===== src/rtl/light_conflict_monitor.sv =====
// rtl/light_conflict_monitor.sv - lamp safety stage: re-drives lamp codes 2 cycles late,
// latches the first fault and flashes all approaches red until an operator clear.
module light_conflict_monitor #(
   parameter int MIN_YELLOW      = 30,
   parameter int CONFLICT_FILTER = 2,
   parameter int FLASH_HALF      = 5
) (
   input  logic       clk,
   input  logic       rst,
   input  logic [2:0] light_M1,
   input  logic [2:0] light_M2,
   input  logic [2:0] light_MT,
   input  logic [2:0] light_S,
   input  logic       clear_fault,
   output logic [2:0] out_M1,
   output logic [2:0] out_M2,
   output logic [2:0] out_MT,
   output logic [2:0] out_S,
   output logic       fault,
   output logic [2:0] fault_code,
   output logic [3:0] fault_src
);
   localparam logic [2:0] RED = 3'b100;
   localparam logic [2:0] YEL = 3'b010;
   localparam logic [2:0] GRN = 3'b001;
   localparam int YW = $clog2(MIN_YELLOW + 1);
   localparam int FW = $clog2(CONFLICT_FILTER + 1);
   localparam int HW = $clog2(FLASH_HALF + 1);
   localparam logic [YW-1:0] Y_MAX  = YW'(MIN_YELLOW);
   localparam logic [FW-1:0] F_MAX  = FW'(CONFLICT_FILTER);
   localparam logic [HW-1:0] H_LAST = HW'(FLASH_HALF - 1);

   typedef enum logic {MONITOR, FAULT_FLASH} state_t;
   state_t state, state_nx;

   // Lamp slots [3..0] = M1, M2, MT, S, so every flag vector is already in fault_src order.
   logic [3:0][2:0]    samp, prev, drive, drive_nx;
   logic [3:0][YW-1:0] ycnt, ycnt_nx;
   logic [FW-1:0]      filt, filt_nx;
   logic [HW-1:0]      hcnt, hcnt_nx;
   logic               lit, lit_nx;
   logic               fault_nx, trip, leave;
   logic [2:0]         code_nx;
   logic [3:0]         src_nx;
   logic [3:0]         act, inv, skip, short_y, bad_seq, conf_src;
   logic               conflict, invalid, pending, all_red;

   for (genvar g = 0; g < 4; g++) begin : g_lamp
      assign act[g]     = (samp[g] == YEL) || (samp[g] == GRN);
      assign inv[g]     = !act[g] && (samp[g] != RED);
      assign skip[g]    = (prev[g] == GRN) && (samp[g] == RED);
      assign short_y[g] = (prev[g] == YEL) && (samp[g] == RED) && (ycnt[g] < Y_MAX);
      assign bad_seq[g] = ((prev[g] == RED) && (samp[g] == YEL)) ||
                          ((prev[g] == YEL) && (samp[g] == GRN));
      assign ycnt_nx[g] = (samp[g] != YEL) ? '0 :
                          (ycnt[g] == Y_MAX) ? ycnt[g] : ycnt[g] + 1'b1;
   end

   always_comb begin
      conf_src = '0;
      if (act[0] && (act[3] || act[2] || act[1])) conf_src = {act[3:1], 1'b1};
      if (act[2] && act[1]) conf_src = conf_src | 4'b0110;
   end

   assign conflict = |conf_src;
   assign invalid  = |inv;
   assign pending  = conflict || invalid;
   assign all_red  = (samp == {4{RED}});

   always_comb begin
      state_nx = state;
      drive_nx = drive;
      fault_nx = fault;
      code_nx  = fault_code;
      src_nx   = fault_src;
      filt_nx  = filt;
      hcnt_nx  = hcnt;
      lit_nx   = lit;
      trip     = 1'b0;
      leave    = 1'b0;
      case (state)
         MONITOR: begin
            filt_nx = !pending ? '0 : (filt == F_MAX) ? filt : filt + 1'b1;
            if (pending && (filt_nx == F_MAX)) begin
               trip    = 1'b1;
               code_nx = conflict ? 3'd2 : 3'd1;
               src_nx  = conflict ? conf_src : inv;
            end else if (|skip) begin
               trip = 1'b1; code_nx = 3'd3; src_nx = skip;
            end else if (|short_y) begin
               trip = 1'b1; code_nx = 3'd4; src_nx = short_y;
            end else if (|bad_seq) begin
               trip = 1'b1; code_nx = 3'd5; src_nx = bad_seq;
            end
            // A filtered conflict is held at red so it never reaches the lamps.
            if (trip) begin
               state_nx = FAULT_FLASH;
               fault_nx = 1'b1;
               drive_nx = {4{RED}};
               hcnt_nx  = '0;
               lit_nx   = 1'b1;
            end else if (pending) begin
               drive_nx = {4{RED}};
            end else begin
               drive_nx = samp;
            end
         end
         FAULT_FLASH: begin
            if (clear_fault && all_red) begin
               state_nx = MONITOR;
               fault_nx = 1'b0;
               code_nx  = '0;
               src_nx   = '0;
               drive_nx = {4{RED}};
               filt_nx  = '0;
               hcnt_nx  = '0;
               lit_nx   = 1'b0;
               leave    = 1'b1;
            end else begin
               if (hcnt == H_LAST) begin
                  hcnt_nx = '0;
                  lit_nx  = !lit;
               end else begin
                  hcnt_nx = hcnt + 1'b1;
               end
               drive_nx = lit_nx ? {4{RED}} : '0;
            end
         end
         default: state_nx = MONITOR;
      endcase
   end

   always_ff @(posedge clk or negedge rst) begin
      if (!rst) begin
         state      <= MONITOR;
         samp       <= {4{RED}};
         prev       <= {4{RED}};
         drive      <= {4{RED}};
         ycnt       <= '0;
         filt       <= '0;
         hcnt       <= '0;
         lit        <= 1'b0;
         fault      <= 1'b0;
         fault_code <= '0;
         fault_src  <= '0;
      end else begin
         state      <= state_nx;
         prev       <= samp;
         samp       <= {light_M1, light_M2, light_MT, light_S};
         drive      <= drive_nx;
         ycnt       <= leave ? '0 : ycnt_nx;
         filt       <= filt_nx;
         hcnt       <= hcnt_nx;
         lit        <= lit_nx;
         fault      <= fault_nx;
         fault_code <= code_nx;
         fault_src  <= src_nx;
      end
   end

   assign out_M1 = drive[3];
   assign out_M2 = drive[2];
   assign out_MT = drive[1];
   assign out_S  = drive[0];
endmodule


===== config.mk =====
export PLATFORM = sky130hd
export DESIGN_NAME = light_conflict_monitor
export DESIGN_NICKNAME = d
export VERILOG_FILES = /design/src/rtl/light_conflict_monitor.sv
export SDC_FILE = /design/constraint.sdc
export NUM_CORES = 1
export LEC_CHECK = 0
export ABC_AREA = 1
export BUFFER_PORTS_ARGS = -buffer_cell sky130_fd_sc_hd__clkbuf_2
export CORE_MARGIN = 5
export CORE_UTILIZATION = 59
export CTS_CLUSTER_SIZE = 12
export DETAILED_ROUTE_END_ITERATION = 8
export PLACE_DENSITY = 0.8
export SYNTH_ARGS = -nofsm -noshare
export SYNTH_HDL_FRONTEND = slang
export SYNTH_SLANG_ARGS = --single-unit

===== constraint.sdc =====
create_clock -name clk -period 2 [get_ports clk]
set_clock_uncertainty 0.05 [all_clocks]
set_input_delay 0.2 -clock clk [delete_from_list [all_inputs] [get_ports clk]]
set_output_delay 0.2 -clock clk [all_outputs]
set_load 0.01 [all_outputs]

==> metrics.md, run 1 <==
| Metric | Value |
|---|---|
| Synth cell types | `35` |
| Worst path max stage delay | `about 460 ps` |
| Diodes inserted | `0` |
| Register area share after synthesis | `49.9%` |
| Post-DR wirelength/cell | `15.4 um` |
| Adder-Cell Fraction of Synth Area | `3.83%` |
| Dpl hpwl | `roughly 5400 um` |
| Simple-gate share of the synthesized area | `31.4%` |
| Synthesis Warnings | `0` |
| Beginning of the worst hold path | `clear_fault` |
| Multiplexer share of the synthesized area | `0%` |
| Clock sinks | `71` |
| Min-Delay Endpoint | `out_S[2]` |
| Largest family of logic cells by synthesized area | `simple AND/OR/NAND/NOR gates` |
| Synth Area in XOR/XNOR | `2.19%` |
| EDFF count, synth | `0` |
| Cell Rows | `28` |
| Starting Density | `about three fifths` |
| Inserted Clock Buffers | `9` |
| Cell mode on critical path | `nand3_1` |
| Final hold violations | `0` |
| Pleak | `2.27 nW` |
| Sum Neg Setup Slack | `-74.6 ps` |
| Post-layout min period | `just over 2000 ps` |
| Min-delay worst type | `in2reg` |
| Crit path cell chain | `nor2_1 > nand2_2 > nor3_1 > nand3_1 > nand2_1 > inv_1 > nand3_1 > o21ai_0` |
| Pwr dens | `787 nW/um^2` |
| Largest net degree at the start of global routing | `72` |
| Initial antenna violation count | `0` |
| Violated checks | `negative setup slack` |
| Die Width | `roughly 88 um` |
| Via density | `between 5 and 6` |
| Setup crit end kind | `flop` |
| Reg2reg end | `hcnt[0]` |
| Reg2Reg Depth | `8` |
| Clock Pin Slew Worst Setup and Hold Paths | `70 ps` |
| Synth top area share | `41.1%` |
| Area grow syn2layout | `27.3%` |
| DIE AREA | `7750 sq um` |
| Worst Path Max Fanout | `6` |
| Buffers added on ports | `34` |
| Synthesized cell area | `between 3000 and 4000 sq um` |
| Total of max-cap violations | `0` |
| Worst Max-Slew Pin Slew | `roughly 560 ps` |
| Clock Tree Buf Depth | `2` |
| Die Ht | `88.0 um` |
| Fin crit share | `103%` |
| Count leader, synth | `nand2_1` |
| Avg Inst Size Synth | `9.07 sq um` |
| Clk Latency, worst-skew pair | `about 350 ps` |
| CP max-delay cell | `dfrtp_2` |
| Status | `complete, but fails checks` |
| Vias | `3106` |
| Crit path DAT | `2240 ps` |
| Register bit count reported by yosys | `71` |
| Most used DFF post-synth | `dfrtp_1` |
| Post-synthesis compound-gate area fraction | `6.48%` |
| Kind of critical path | `reg2reg` |
| H-tree depth | `3` |
| DP Worst Slack | `-59.7 ps` |
| RSZ-0062 raised after global routing | `true` |
| Max IR drop VDD | `587 uV` |
| Filler cells | `roughly 360` |
| Nets@finish | `510` |
| R2r setup slk | `-60 ps` |
| Share of cells above drive strength 1 | `35.2%` |
| Vias in the first global route | `about 2800` |
| Drt drc | `0` |
| Final Max Slew Viols | `0` |
| Fraction of registers with async set/reset | `100%` |
| Iter 0 DRT Violations | `205` |
| CP Buf/Inv Count | `1` |
| First-pass GRT wire length | `12600 um` |
| Slew headroom | `a little over three fifths` |
| IO Pins | `35` |
| Total grt overflow | `0` |
| Cells after Synth | `roughly 400` |
| Hold depth | `5` |
| Startpoint types | `flop` |
| CTS tree | `built` |
| Initial DRT Pass Iterations | `5` |
| Fmax | `485 MHz` |
| Clock root cell | `clkbuf_8` |
| Crit path max-delay family | `simple AND/OR/NAND/NOR gates` |
| Antenna viol nets, final | `0` |
| Core ar. | `5920 sq um` |
| Cell type with the largest total area after synthesis | `dfrtp_1` |
| Final Setup Violations | `2` |
| Final WS setup | `-61.0 ps` |
| RR Startpoint | `samp[3]` |
| Total global-route track usage | `21.2%` |
| WP data required | `2180 ps` |
| Util after Layout | `77.3%` |
| GP Congestion | `0.871` |
| Top cells by area, synth | `dfrtp_1, dfstp_2, nand2_1, nand3_1, nor2_1` |
| Top post-synthesis cells by count | `nand2_1, dfrtp_1, nand3_1, nor2_1, inv_1` |
| Syn nets | `422` |
| Routed wire length | `8710 um` |
## cells by family (layout without fill, tap and decap cells)
logic type / count (synthesis) / count (layout)
XOR/XNOR: 9 / 9
buffers and inverters: 55 / 147
AND/OR/NAND/NOR: 211 / 212
adder cells (fa/ha/maj): 11 / 11
AO/OA/AOI/OAI: 39 / 39
flip-flops: 71 / 71
## report_power, final
group	internal (mW)	total (mW)	switching (mW)	leakage [nW]
Combinational	0.368	0.857	0.489	1.33
Clock	0.519	1.02	0.502	0.0877
Sequential	1.63	1.72	0.0954	0.852
## worst max-delay path by stage
stage / startpoint / endpoint / cells after the start
global route: samp[3] / hcnt[0] / 8
detailed placement: samp[11] / out_S[1] / 9
floorplan: samp[5] / lit / 12
finish: samp[3] / hcnt[0] / 8
global placement: samp[8] / hcnt[1] / 9
CTS: samp[8] / out_S[1] / 11
## flip-flops by register name, summed over array words and instances (netlist names)
name        count
ycnt           20
prev           12
samp           12
fault_src       4
fault_code      3
hcnt            3
out_M1          3
out_M2          3
out_MT          3
out_S           3
filt            2
fault           1
lit             1
state           1
## worst min-delay path: cells and delay by family
kind	cells	cell delay (ps)
buffers and inverters	1	80
and+or+nand+nor	3	330
AOI/OAI and AO/OA	1	100
## area by class of cell
class	instances	area [sq um]	area share, %
Clock buffer	15	166	3.64
Clock inverter	1	5.00	0.109
Inverter	51	196	4.29
Multi-Input combinational cell	271	1730	37.8
Sequential cell	71	1790	39.2
Tap cell	75	93.8	2.05
Timing Repair Buffer	80	588	12.9
## repair_timing
item	CTS	global route
gates cloned	0	1
setup buffers	0	23
hold endpoints to repair	71	0
hold buffers	13	0
gates resized for setup	3	38
setup endpoints to repair	18	25
pin swaps	0	19
## placed cells by master (no fill, tap or decap), types with 3 or more instances in the layout
cell type,count
nor3_4,5
nor2_4,5
o21ai_0,24
nand3_4,9
dlygate4sd3_1,13
buf_4,28
ha_1,11
nand3_2,10
clkbuf_8,11
xor2_1,8
o31ai_1,4
nand2_4,4
inv_2,15
dfstp_2,12
clkbuf_1,4
nand2_2,10
nand2_1,78
nor2_2,7
nor2_1,29
inv_1,32
dfrtp_1,57
a21oi_1,5
or2_2,4
clkbuf_2,33
nor3_2,3
nand4_1,10
nand3_1,33
## metrics by stage
step           cell area (sq um)  hold slack [ps]  total power, mW  cells
4_1_cts                     4230              322             3.45    540
6_report                    4570              342             3.60    564
2_1_floorplan               3590             -146             2.21    396
3_5_place_dp                3910              202             2.42    511
5_1_grt                     4570              361             3.79    564
3_3_place_gp                3910              198             2.38    511
## layer usage
| metal | track usage [%] | up-vias | share of wire (%) |
|---|---|---|---|
| met2 | 34.6 | 124 | 50 |
| met3 | 3.57 | 37 | 5.5 |
| met4 | 9.48 | 0 | 4.3 |
| li1 | - | 1473 | - |
| met5 | 0 | - | 0 |
| met1 | 27.8 | 1472 | 40 |
(Power assumes the default switching activity.)
==> inputs of run 2 (changes only) <==
SETUP_SLACK_MARGIN = 0.1   (was default)
==> metrics.md, run 2 (synthesized netlist as in run 1, its figures left out) <==
| Metric | Value |
|---|---|
| Share of cells above drive strength 1 | `32.8% (was 35.2%)` |
| Most flops, register | `ycnt (unchanged)` |
| Largest regs | `ycnt: 20 flops, prev: 12 flops, samp: 12 flops (unchanged)` |
| IO Pins | `35 (unchanged)` |
| Startpoint types | `flop (unchanged)` |
| Antenna viol nets, final | `0 (unchanged)` |
| Worst path max stage delay | `570 ps (was 460 ps)` |
| Max IR drop VDD | `583 uV (was 587 uV)` |
| Nets@finish | `503 (was 510)` |
| Vias in the first global route | `2825 (was 2766)` |
| Clk Latency, worst-skew pair | `350 ps (about the same)` |
| Drt drc | `0 (unchanged)` |
| Core ar. | `5920 sq um (unchanged)` |
| Initial antenna violation count | `0 (unchanged)` |
| Iter 0 DRT Violations | `127 (was 205)` |
| R2r setup slk | `60 ps (was -60 ps)` |
| Status | `finished, final reports clean (was complete, but fails checks)` |
| DIE AREA | `7750 sq um (unchanged)` |
| CP Buf/Inv Count | `2 (was 1)` |
| CP max-delay cell | `dfstp_2 (was dfrtp_2)` |
| Setup crit end kind | `flop (unchanged)` |
| Hold slack | `283 ps (was 342 ps)` |
| Kind of critical path | `reg2reg (unchanged)` |
| Worst Path Max Fanout | `6 (unchanged)` |
| Via density | `5.24 (was 5.51)` |
| Commonest cells after routing, fill and taps aside | `nand2_1, dfrtp_1, inv_1, nand3_1, clkbuf_2 (was nand2_1, dfrtp_1, nand3_1, clkbuf_2, inv_1)` |
| Worst Max-Slew Pin Slew | `561 ps (was 558 ps)` |
| Total of max-cap violations | `0 (unchanged)` |
| Post-DR wirelength/cell | `13.7 um (was 15.4 um)` |
| Cell Count Post-Placement | `511 (unchanged)` |
| Cell Rows | `28 (unchanged)` |
| Final Max Slew Viols | `0 (unchanged)` |
| Area grow syn2layout | `23.2% (was 27.3%)` |
| Leading cell type in the layout, fill and taps excluded | `nand2_1 (unchanged)` |
| CTS tree | `built (unchanged)` |
| Diodes inserted | `0 (unchanged)` |
| Crit path cell chain | `inv_2 > nand3_4 > nand2_2 > nor2_2 > nand2_2 > nand2_4 > nand3_4 > nand3_4 > nand3_4 > buf_8 > nor3_4 (was nor2_1 > nand2_2 > nor3_1 > nand3_1 > nand2_1 > inv_1 > nand3_1 > o21ai_0)` |
| Cell mode on critical path | `nand3_4 (was nand3_1)` |
| Clock Pin Slew Worst Setup and Hold Paths | `70 ps (about the same)` |
| Total grt overflow | `0 (unchanged)` |
| Routed wire length | `7610 um (was 8710 um)` |
| Post-layout min period | `1940 ps (was 2060 ps)` |
| Pleak | `2.21 nW (was 2.27 nW)` |
| Pwr dens | `788 nW/um^2 (was 787 nW/um^2)` |
| Final hold violations | `0 (unchanged)` |
| GP Congestion | `0.871 (unchanged)` |
| Inserted Clock Buffers | `9 (unchanged)` |
| Max reg flops | `20 (unchanged)` |
| Min-delay worst type | `in2reg (unchanged)` |
| Starting Density | `60.7% (unchanged)` |
| Dpl hpwl | `5430 um (unchanged)` |
| Largest net degree at the start of global routing | `72 (unchanged)` |
| Slew headroom | `62.6% (was 62.7%)` |
| Total global-route track usage | `21.5% (was 21.2%)` |
| Clock root cell | `clkbuf_8 (unchanged)` |
| WP data required | `2220 ps (was 2180 ps)` |
| Clock sinks | `71 (unchanged)` |
| Final Setup Violations | `0 (was 2)` |
| H-tree depth | `3 (unchanged)` |
| Clock Tree Buf Depth | `2 (unchanged)` |
| First-pass GRT wire length | `12800 um (was 12600 um)` |
| Fin crit share | `96.8% (was 103%)` |
| Layout Cells excl Fill | `557 (was 564)` |
| Initial DRT Pass Iterations | `4 (was 5)` |
| Crit path max-delay family | `simple AND/OR/NAND/NOR gates (unchanged)` |
| Fmax | `517 MHz (was 485 MHz)` |
| Buffers added on ports | `34 (unchanged)` |
| Die Width | `88.0 um (unchanged)` |
| Crit path DAT | `2160 ps (was 2240 ps)` |
| Die Ht | `88.0 um (unchanged)` |
| RSZ-0062 raised after global routing | `true (unchanged)` |
| Vias | `2918 (was 3106)` |
run 2: where the power goes:
| group | internal (mW) | switching [mW] |
|---|---|---|
| Sequential | 1.63 | 0.0905 |
| Combinational | 0.328 | 0.435 |
| Clock | 0.518 | 0.491 |
run 2: tightest hold or removal path: stages:
cell and delay (ps):
clkbuf_2 80, nand3_1 120, nand2_2 140, nand2_1 100
run 2: layout make-up:
| cell class | count | area (sq um) |
|---|---|---|
| fill | 393 | 1500 |
| inverter | 51 | 191 |
| tap | 75 | 93.8 |
| clock buffer | 15 | 166 |
| sequential | 71 | 1790 |
| clock inverter | 1 | 5.00 |
| timing repair buffer | 74 | 527 |
| multi-input combinational | 270 | 1650 |
run 2: timing repair:
item	CTS	global route
setup endpoints to repair	25	25
resized for setup	9	15
gates cloned	0	0
hold buffers	13	0
hold endpoints to repair	71	0
buffers inserted	7	10
pin swaps	3	11
run 2: through the flow:
stage / cell area [sq um] / total power, mW / util, % / TNS [ps] / setup WS (ps)
2_1_floorplan: 3590 / 2.21 / - / 0 / 238
3_3_place_gp: 3910 / 2.38 / 66.1 / 0 / 41.9
3_5_place_dp: 3910 / 2.42 / 66.1 / -405 / -59.7
4_1_cts: 4300 / 3.49 / 72.6 / 0 / 101
5_1_grt: 4430 / 3.70 / 74.7 / -628 / -51.0
6_report: 4430 / 3.49 / 74.7 / 0 / 64.9
run 2: path summary, 6_finish.rpt:
path                             start   endpoint  cells past startpoint
setup / recovery               samp[5]   out_S[1]                     11
hold / removal             clear_fault      state                      4
setup reg to reg               samp[5]   out_S[1]                     11
hold reg to reg               samp[11]   prev[11]                      0
max in group asynchronous          rst   out_S[2]                      3
min in group asynchronous          rst  out_M2[1]                      3
run 2: layer usage:
layer	wire length, um	GRT usage [%]	up-vias
li1	-	-	1451
met5	0	0	-
met4	130	9.62	0
met2	3900	35.8	60
met3	386	3.95	11
met1	3190	27.4	1396
